==> src/rtl/wir_shift_stage.sv <==
// -----------------------------------------------------------------------------
// wir_shift_stage
//
// Shift/capture stage of an IEEE 1500 wrapper instruction register (WIR).
// Sits directly in front of the WIR update register. An instruction is loaded
// serially from WSI, and the current instruction can be captured in parallel
// for unload on WSO. Shifted bits are counted, and an update is passed to the
// downstream register only when exactly WIR_WIDTH bits were shifted since the
// last capture, update or reset. Any other update raises a sticky length
// error instead.
//
// Parameters:
//   WIR_WIDTH  instruction length in bits (>= 2)
//   CNT_W      shift-counter width (2**CNT_W - 1 > WIR_WIDTH)
//
// Ports:
//   WRCK        in   wrapper clock, all state changes on the rising edge
//   WRSTN       in   asynchronous active-low reset
//   SelectWIR   in   WIR selected; CaptureWR/ShiftWR/UpdateWR ignored when 0
//   CaptureWR   in   parallel capture request (highest priority)
//   ShiftWR     in   serial shift request
//   UpdateWR    in   update request (lowest priority)
//   WSI         in   serial data in (enters the MSB)
//   capture_in  in   current instruction from the update register
//   shift_data  out  shift register contents, to update register data_in
//   WSO         out  serial data out (LSB of the shift register)
//   update_en   out  qualified update strobe, combinational with UpdateWR
//   len_err     out  sticky shift-length error, cleared by capture or reset
//   bit_count   out  bits shifted since the last capture (saturating)
//
// Optional build macro:
//   WIR_WSO_NEGEDGE_EN  when defined, WSO is re-timed onto the falling edge
//                       of WRCK for half a cycle of hold margin downstream;
//                       otherwise WSO follows shift_data[0] directly.
// -----------------------------------------------------------------------------
module wir_shift_stage #(
   parameter int WIR_WIDTH = 3,
   parameter int CNT_W     = 4
) (
   input  logic                 WRCK,
   input  logic                 WRSTN,
   input  logic                 SelectWIR,
   input  logic                 CaptureWR,
   input  logic                 ShiftWR,
   input  logic                 UpdateWR,
   input  logic                 WSI,
   input  logic [WIR_WIDTH-1:0] capture_in,
   output logic [WIR_WIDTH-1:0] shift_data,
   output logic                 WSO,
   output logic                 update_en,
   output logic                 len_err,
   output logic [CNT_W-1:0]     bit_count
);

   typedef enum logic [1:0] {
      IDLE     = 2'd0,
      CAPTURED = 2'd1,
      SHIFT    = 2'd2,
      OVER     = 2'd3
   } state_t;

   localparam logic [CNT_W-1:0] CNT_MAX = '1;
   localparam logic [CNT_W-1:0] CNT_WIR = CNT_W'(WIR_WIDTH);

   state_t                 state_reg, state_next;
   logic [WIR_WIDTH-1:0]   shift_data_reg, shift_data_next;
   logic [WIR_WIDTH-1:0]   shifted;
   logic [CNT_W-1:0]       count_reg, count_next, count_inc;
   logic                   len_err_reg, len_err_next;
   logic                   do_capture, do_shift, do_update, good_update;

   // Only one request acts per cycle: capture beats shift beats update.
   assign do_capture = SelectWIR & CaptureWR;
   assign do_shift   = SelectWIR & ShiftWR & ~CaptureWR;
   assign do_update  = SelectWIR & UpdateWR & ~CaptureWR & ~ShiftWR;

   assign count_inc  = (count_reg == CNT_MAX) ? count_reg : count_reg + 1'b1;

   // An update is good only after exactly WIR_WIDTH shifts; CAPTURED, OVER
   // and IDLE (count 0) all fail this test.
   assign good_update = do_update & (state_reg == SHIFT) & (count_reg == CNT_WIR);

   // Right shift: WSI enters the MSB, each bit moves one place towards the LSB.
   assign shifted[WIR_WIDTH-1] = WSI;
   generate
      for (genvar gi = 0; gi < WIR_WIDTH - 1; gi++) begin : g_shift
         assign shifted[gi] = shift_data_reg[gi+1];
      end
   endgenerate

   // ---------------- FSM: state register ----------------
   always_ff @(posedge WRCK or negedge WRSTN) begin
      if (!WRSTN) begin
         state_reg <= IDLE;
      end else begin
         state_reg <= state_next;
      end
   end

   // ---------------- FSM: next-state logic ----------------
   always_comb begin
      state_next = state_reg;
      if (do_capture) begin
         state_next = CAPTURED;
      end else if (do_shift) begin
         case (state_reg)
            IDLE, CAPTURED: state_next = SHIFT;
            SHIFT:          state_next = (count_inc > CNT_WIR) ? OVER : SHIFT;
            OVER:           state_next = OVER;
            default:        state_next = IDLE;
         endcase
      end else if (do_update) begin
         state_next = IDLE;
      end
   end

   // ---------------- FSM: outputs ----------------
   always_comb begin
      update_en = good_update;
   end

   // ---------------- Datapath ----------------
   always_comb begin
      shift_data_next = shift_data_reg;
      count_next      = count_reg;
      len_err_next    = len_err_reg;
      if (do_capture) begin
         shift_data_next = capture_in;
         count_next      = '0;
         len_err_next    = 1'b0;
      end else if (do_shift) begin
         shift_data_next = shifted;
         count_next      = count_inc;
      end else if (do_update) begin
         // shift_data is held either way; the update register decides.
         count_next = '0;
         if (!good_update) begin
            len_err_next = 1'b1;
         end
      end
   end

   always_ff @(posedge WRCK or negedge WRSTN) begin
      if (!WRSTN) begin
         shift_data_reg <= '0;
         count_reg      <= '0;
         len_err_reg    <= 1'b0;
      end else begin
         shift_data_reg <= shift_data_next;
         count_reg      <= count_next;
         len_err_reg    <= len_err_next;
      end
   end

   assign shift_data = shift_data_reg;
   assign bit_count  = count_reg;
   assign len_err    = len_err_reg;

`ifdef WIR_WSO_NEGEDGE_EN
   logic wso_reg;

   // Falling-edge retime gives the next wrapper half a cycle of hold margin.
   always_ff @(negedge WRCK or negedge WRSTN) begin
      if (!WRSTN) begin
         wso_reg <= 1'b0;
      end else begin
         wso_reg <= shift_data_reg[0];
      end
   end

   assign WSO = wso_reg;
`else
   assign WSO = shift_data_reg[0];
`endif

endmodule

==> config.mk <==
export PLATFORM = sky130hd
export DESIGN_NAME = wir_shift_stage
export DESIGN_NICKNAME = d
export VERILOG_FILES = /design/src/rtl/wir_shift_stage.sv
export SDC_FILE = /design/constraint.sdc
export NUM_CORES = 1
export LEC_CHECK = 0
export ABC_CLOCK_PERIOD_IN_PS = 1620
export BUFFER_PORTS_ARGS = -buffer_cell sky130_fd_sc_hd__buf_2
export CORE_AREA = 2 2 39 41
export CTS_BUF_LIST = sky130_fd_sc_hd__clkbuf_4
export CTS_CLUSTER_DIAMETER = 200
export DETAILED_ROUTE_END_ITERATION = 16
export DIE_AREA = 0 0 41 43
export MAX_ROUTING_LAYER = met4
export PLACE_DENSITY_LB_ADDON = 0.12
export SETUP_SLACK_MARGIN = 0.15
export SYNTH_ARGS = -nofsm -noshare
export SYNTH_HDL_FRONTEND = slang
export SYNTH_SLANG_ARGS = --single-unit
==> constraint.sdc <==
create_clock -name WRCK -period 1.62 [get_ports WRCK]
set_clock_uncertainty 0.05 [all_clocks]
set_input_delay 0.081 -clock WRCK [delete_from_list [all_inputs] [get_ports WRCK]]
set_output_delay 0.081 -clock WRCK [all_outputs]
set_load 0.03 [all_outputs]
==> results of run 1 <==
power by group through the flow:
stage / Sequential [uW] / Combinational, uW / Clock [uW]
2_1_floorplan: 330 / 73.8 / 0
3_3_place_gp: 295 / 158 / 0
3_5_place_dp: 295 / 159 / 0
4_1_cts: 288 / 169 / 179
5_1_grt: 292 / 182 / 200
6_report: 288 / 167 / 172
critical path, cell delays in order, from the launching register on:
cell	delay, ns
dfrtp_2	0.38
ha_4	0.13
nor4b_4	0.21
nand2_1	0.14
nor4_4	0.15
buf_4	0.20
timing repair:
item / in CTS / in global routing
buffers inserted: 2 / 0
setup endpoints to repair: 1 / 1
hold endpoints to repair: 10 / 0
hold buffers: 1 / 0
pin swaps: 2 / 1
resized for setup: 1 / 0
stage by stage:
| stage | TNS (ns) | instance area [um^2] | worst slack (ns) | hold WS (ns) |
|---|---|---|---|---|
| after CTS | 0 | 795 | 0.00921 | 0.0796 |
| after global routing | -0.0752 | 795 | -0.0752 | 0.0940 |
| after global placement | 0 | 741 | 0.117 | -0.0936 |
| after detailed placement | 0 | 741 | 0.0779 | -0.0956 |
| final | 0 | 795 | 0.0180 | 0.0834 |
| after floorplan | -0.101 | 636 | -0.101 | -0.265 |
layer usage:
layer / GRT usage, % / up-vias / share of wire (%)
met3: 3.14 / 2 / 4.6
met1: 28.8 / 247 / 49
met5: - / - / 0
met4: 10.0 / 0 / 0.93
li1: - / 266 / -
met2: 24.1 / 13 / 45
worst max-delay path by stage:
stage / slack (ns) / from / endpoint / cells after the start
floorplan: -0.10 / bit_count[0] / update_en / 5
global placement: 0.12 / bit_count[1] / update_en / 5
detailed placement: 0.08 / bit_count[1] / update_en / 5
CTS: 0.009 / bit_count[1] / update_en / 5
global route: -0.08 / bit_count[0] / update_en / 5
finish: 0.02 / bit_count[1] / update_en / 5
logic make-up (layout without fill, tap and decap cells):
| group | Yosys count | after routing | synth area share, % |
|---|---|---|---|
| AND/OR/NAND/NOR | 12 | 12 | 12.0 |
| multiplexers | 1 | 1 | 2.58 |
| adder cells (fa/ha/maj) | 1 | 1 | 2.15 |
| flip-flops | 10 | 10 | 43.0 |
| AO/OA/AOI/OAI | 25 | 25 | 33.5 |
| buffers and inverters | 6 | 31 | 6.67 |
cells in the mapped netlist (all sizes together):
library cell / count
nor4b: 1
a21boi: 1
ha: 1
a2bb2oi: 1
o31ai: 1
a21oi: 3
dfrtp: 10
mux2: 1
o21a: 2
nor4: 1
and2: 1
buf: 5
clkbuf: 1
a41o: 2
a211oi: 2
o21ai: 2
a22oi: 1
nor2: 2
and3b: 1
nand2: 2
a21o: 3
nand4: 1
nand3b: 1
a22o: 7
nand3: 1
nor2b: 1
area by class of cell:
cell class                 instances  share of cell area [%]
multi-input combinational         39                    42.2
timing repair buffer              27                    20.2
sequential                        10                    31.8
clock buffer                       3                    2.83
clock inverter                     1                   0.472
tap                               16                    2.52
==> results_dict.tcl, run 1 <==
set metrics [dict create \
    status "completed" \
    dpl.cell_count 89 \
    instances_no_fill 96 \
    cts_tree "built" \
    cts_made_buffers 3 \
    areaGrowthSynthToFinish_pct 36.6 \
    cts.sinks 10 \
    vias_per_cell 5.50 \
    dr.pass1.iters 2 \
    cp.arrival_ns 1.47 \
    crit_path_start_kind "register" \
    end_kind "output pin" \
    grt_pass1_wl_mm 2.20 \
    seq_power_share_pct 45.8 \
    fp.coreArea_mm2 0.00138 \
    p_leak_uw 0.000396 \
    clk_latency_ns 0.26 \
    p_per_area_mw_per_mm2 790 \
    globalRouteOverflowTotal 0 \
    seq_area_um2 253 \
    ys.warnings.count 0 \
    drt_wl_total_mm 1.29 \
    combinationalPowerShare_pct 26.7 \
    syn-cell-area_um2 582 \
    criticalPathCategory "register to output pin" \
    vdd_drop_max_mv 0.392 \
    total_power_uw 628 \
    slew_headroom_pct 75.0 \
    critical_path.max_fanout 2 \
    hold_path_end "len_err" \
    post_drt_wl_per_cell_um 13.4 \
    r2r-end "bit_count[0]" \
    vias 528 \
    fmax_mhz 624 \
    synth_cell_types 28 \
    tightest_slew_ns 0.373 \
    die_y_um 43 \
    ant_nets 0 \
    slew_violations 0 \
    worst_r2r_path_depth 4 \
    io_pins 20 \
    p_sw_share_pct 31.6 \
    mostFrequentLayoutCell "buf_2" \
    timing.max_cap.violations 0 \
    first_global_vias 491 \
    hold_viol 0 \
    pwr-share-clk_pct 27.5 \
    gp_congestion 0.696 \
    rows 14 \
    ctsRootBufferMaster "clkbuf_4" \
    cts_buffer_depth 2 \
    synth_area_leaders "dfrtp_1, a22o_1, a21o_1" \
    timing.final.crit_period_ns 1.60 \
    synth_top_area_cell "dfrtp_1" \
    r2r_start "bit_count[0]" \
    postSynthCellCount 55 \
    min_from "SelectWIR" \
    drc 0 \
    multi_input_area_um2 335 \
    layout-drive-gt1-share_pct 45.0 \
    rsz0062_at_grt "true" \
    final_nets 92 \
    hold_depth 2 \
    synth_area_per_cell_um2 10.6 \
    portBuffers 19 \
    ys_seq_elements 10 \
    synth_top_area_share_pct 43.0 \
    htreeDepth 1 \
    fp.dieW_um 41 \
    post-dp-hpwl_um 973 \
    final.period_utilization_pct 98.9 \
    initial_utilization_pct 42.0 \
    clkTransAtPathRegs_ns 0.07 \
    grt_max_degree 12 \
    final_util_pct 57.4 \
    diodes 0 \
    power_switching_uw 198 \
    fillerInstances 132 \
    hold_path_class "input pin to register" \
    synth_nets 66 \
    setup_violations 0 \
    antenna_found_initial 0 \
    seq_area_frac_synth_pct 43.0 \
    dieArea_mm2 0.00176 \
    layout_common_cells "buf_2, dfrtp_1, buf_4" \
    reg2reg_setup_slack_ns 0.28 \
    p_int_uw 429 \
    drt-initial-drc-count 7 \
    grt_usage_pct 19.2 \
    worstPathRequired_ns 1.49 \
    largest_reg_flops 4 \
]
(Power assumes the default switching activity.)
==> run 2, diff against run 1 <==
--- a/config.mk
+++ b/config.mk
@@ -11,3 +11,3 @@
 export CTS_BUF_LIST = sky130_fd_sc_hd__clkbuf_4
-export CTS_CLUSTER_DIAMETER = 200
+export CTS_CLUSTER_DIAMETER = 80
 export DETAILED_ROUTE_END_ITERATION = 16
@@ -16,2 +16,3 @@
 export PLACE_DENSITY_LB_ADDON = 0.12
+export REMOVE_ABC_BUFFERS = 1
 export SETUP_SLACK_MARGIN = 0.15
--- a/constraint.sdc
+++ b/constraint.sdc
@@ -4,2 +4,2 @@
 set_output_delay 0.081 -clock WRCK [all_outputs]
-set_load 0.03 [all_outputs]
+set_load 0.05 [all_outputs]
==> results_dict.tcl, run 2 (synthesized netlist as in run 1, its figures left out) <==
set metrics [dict create \
    final_nets 91 \
    grt_max_degree 12 \
    areaGrowthSynthToFinish_pct 31.0 \
    drt_wl_total_mm 1.34 \
    vias_per_cell 5.64 \
    first_global_vias 496 \
    worstPathRequired_ns 1.49 \
    min_from "SelectWIR" \
    seq_power_share_pct 44.5 \
    layout-drive-gt1-share_pct 42.3 \
    clkTransAtPathRegs_ns 0.06 \
    critical_path.max_fanout 2 \
    cp.arrival_ns 1.52 \
    crit_slowest_cell "dfrtp_1" \
    fmax_mhz 604 \
    path_cells "ha_2 > nor4b_4 > nand2_1 > nor4_2 > buf_4" \
    drt-initial-drc-count 7 \
    dieArea_mm2 0.00176 \
    end_kind "output pin" \
    fp.coreArea_mm2 0.00138 \
    tightest_slew_ns 0.389 \
    worst_path_largest_cell_delay_ns 0.36 \
    die_y_um 43 \
    htreeDepth 1 \
    slew_headroom_pct 73.9 \
    globalRouteOverflowTotal 0 \
    drc 0 \
    rows 14 \
    dr.pass1.iters 4 \
    cp_num_buf_inv 1 \
    clk_latency_ns 0.26 \
    final_util_pct 55.1 \
    vias 530 \
    io_pins 20 \
    layout_common_cells "buf_2, dfrtp_1, a22o_1, buf_4" \
    grt_usage_pct 18.8 \
    initial_utilization_pct 42.0 \
    instances_no_fill 94 \
    cts_buffer_depth 2 \
    gp_congestion 0.722 \
    p_leak_uw 0.000389 \
    dpl.cell_count 89 \
    ctsRootBufferMaster "clkbuf_4" \
    timing.final.crit_period_ns 1.65 \
    power_switching_uw 222 \
    final.period_utilization_pct 102 \
    diodes 0 \
    violations "negative setup slack" \
    fin_ws_ns -0.0348 \
    cts.sinks 10 \
    mostFrequentLayoutCell "buf_2" \
    portBuffers 19 \
    r2r_start "bit_count[1]" \
    fp.dieW_um 41 \
    post-dp-hpwl_um 891 \
    antenna_found_initial 0 \
    grt_pass1_wl_mm 2.17 \
    timing.max_cap.violations 0 \
    critical-path-top-delay-family "simple AND/OR/NAND/NOR gates" \
    combinationalPowerShare_pct 30.1 \
    status "finished, violations left" \
    hold_path_class "input pin to register" \
    pwr-share-clk_pct 25.4 \
    cts_tree "built" \
    crit_path_start_kind "register" \
    rsz0062_at_grt "true" \
    criticalPathCategory "register to output pin" \
    setup_violations 1 \
    p_sw_share_pct 34.4 \
    p_int_uw 422 \
    ant_nets 0 \
    slew_violations 0 \
    vdd_drop_max_mv 0.392 \
    hold_viol 0 \
    cts_made_buffers 3 \
    post_drt_wl_per_cell_um 14.2 \
    setup_tns_ns -0.0348 \
    p_per_area_mw_per_mm2 845 \
    largest_reg_flops 4 \
    crit_start "bit_count[1]" \
]
## run 2: changes by cell type in the layout (fill, tap and decap cells not counted)
| cell | previous run | this run |
|---|---|---|
| nor4_4 | 1 | 0 |
| buf_4 | 8 | 7 |
| dfrtp_1 | 8 | 10 |
| dfrtp_2 | 2 | 0 |
| ha_4 | 1 | 0 |
| nor4_2 | 0 | 1 |
| ha_2 | 0 | 1 |
| clkinv_1 | 1 | 0 |
## run 2: power by group through the flow
stage / clock [uW] / combinational [uW] / sequential [uW]
floorplan: 0 / 48.4 / 364
global placement: 0 / 186 / 290
detailed placement: 0 / 188 / 290
CTS: 173 / 194 / 286
global route: 187 / 209 / 289
finish: 164 / 194 / 286
## run 2: metrics by stage
step                      instance area (um^2)  hold slack [ns]  setup WS (ns)  total power (uW)
final                                      762            0.106        -0.0348               644
after global placement                     696          -0.0946         0.0340               476
after floorplan                            543           -0.265          -1.45               413
after CTS                                  756           0.0954        -0.0298               653
after detailed placement                   696          -0.0928         0.0155               477
after global routing                       762            0.104         -0.136               686
## run 2: layout make-up
type,count,area (um^2)
Fill cell,134,622
Sequential cell,10,250
Timing Repair Buffer,26,153
Tap cell,16,20.0
Multi-Input combinational cell,39,317
Clock buffer,3,22.5
## run 2: what timing repair did
action | 4_1_cts | 5_1_grt
gates resized for setup | 4 | 1
hold endpoints to repair | 10 | 0
setup buffers | 1 | 0
hold buffers | 1 | 0
setup endpoints to repair | 1 | 1
pin swaps | 3 | 0
## run 2: worst paths after layout
kind,to,slack [ns],cells past startpoint
worst max-delay path,update_en,-0.03,5
worst min-delay path,len_err,0.11,2
worst max register to register,bit_count[0],0.27,4
worst min register to register,shift_data[0],0.48,1
max in group asynchronous,bit_count[2],1.15,2
min in group asynchronous,shift_data[0],0.17,2
## run 2: routing by layer
layer	routed length [um]	vias to the layer above	track usage, %
li1	-	260	-
met1	638	250	26.6
met2	600	20	25.0
met3	99	0	3.14
met4	0	0	10.0
met5	0	-	-
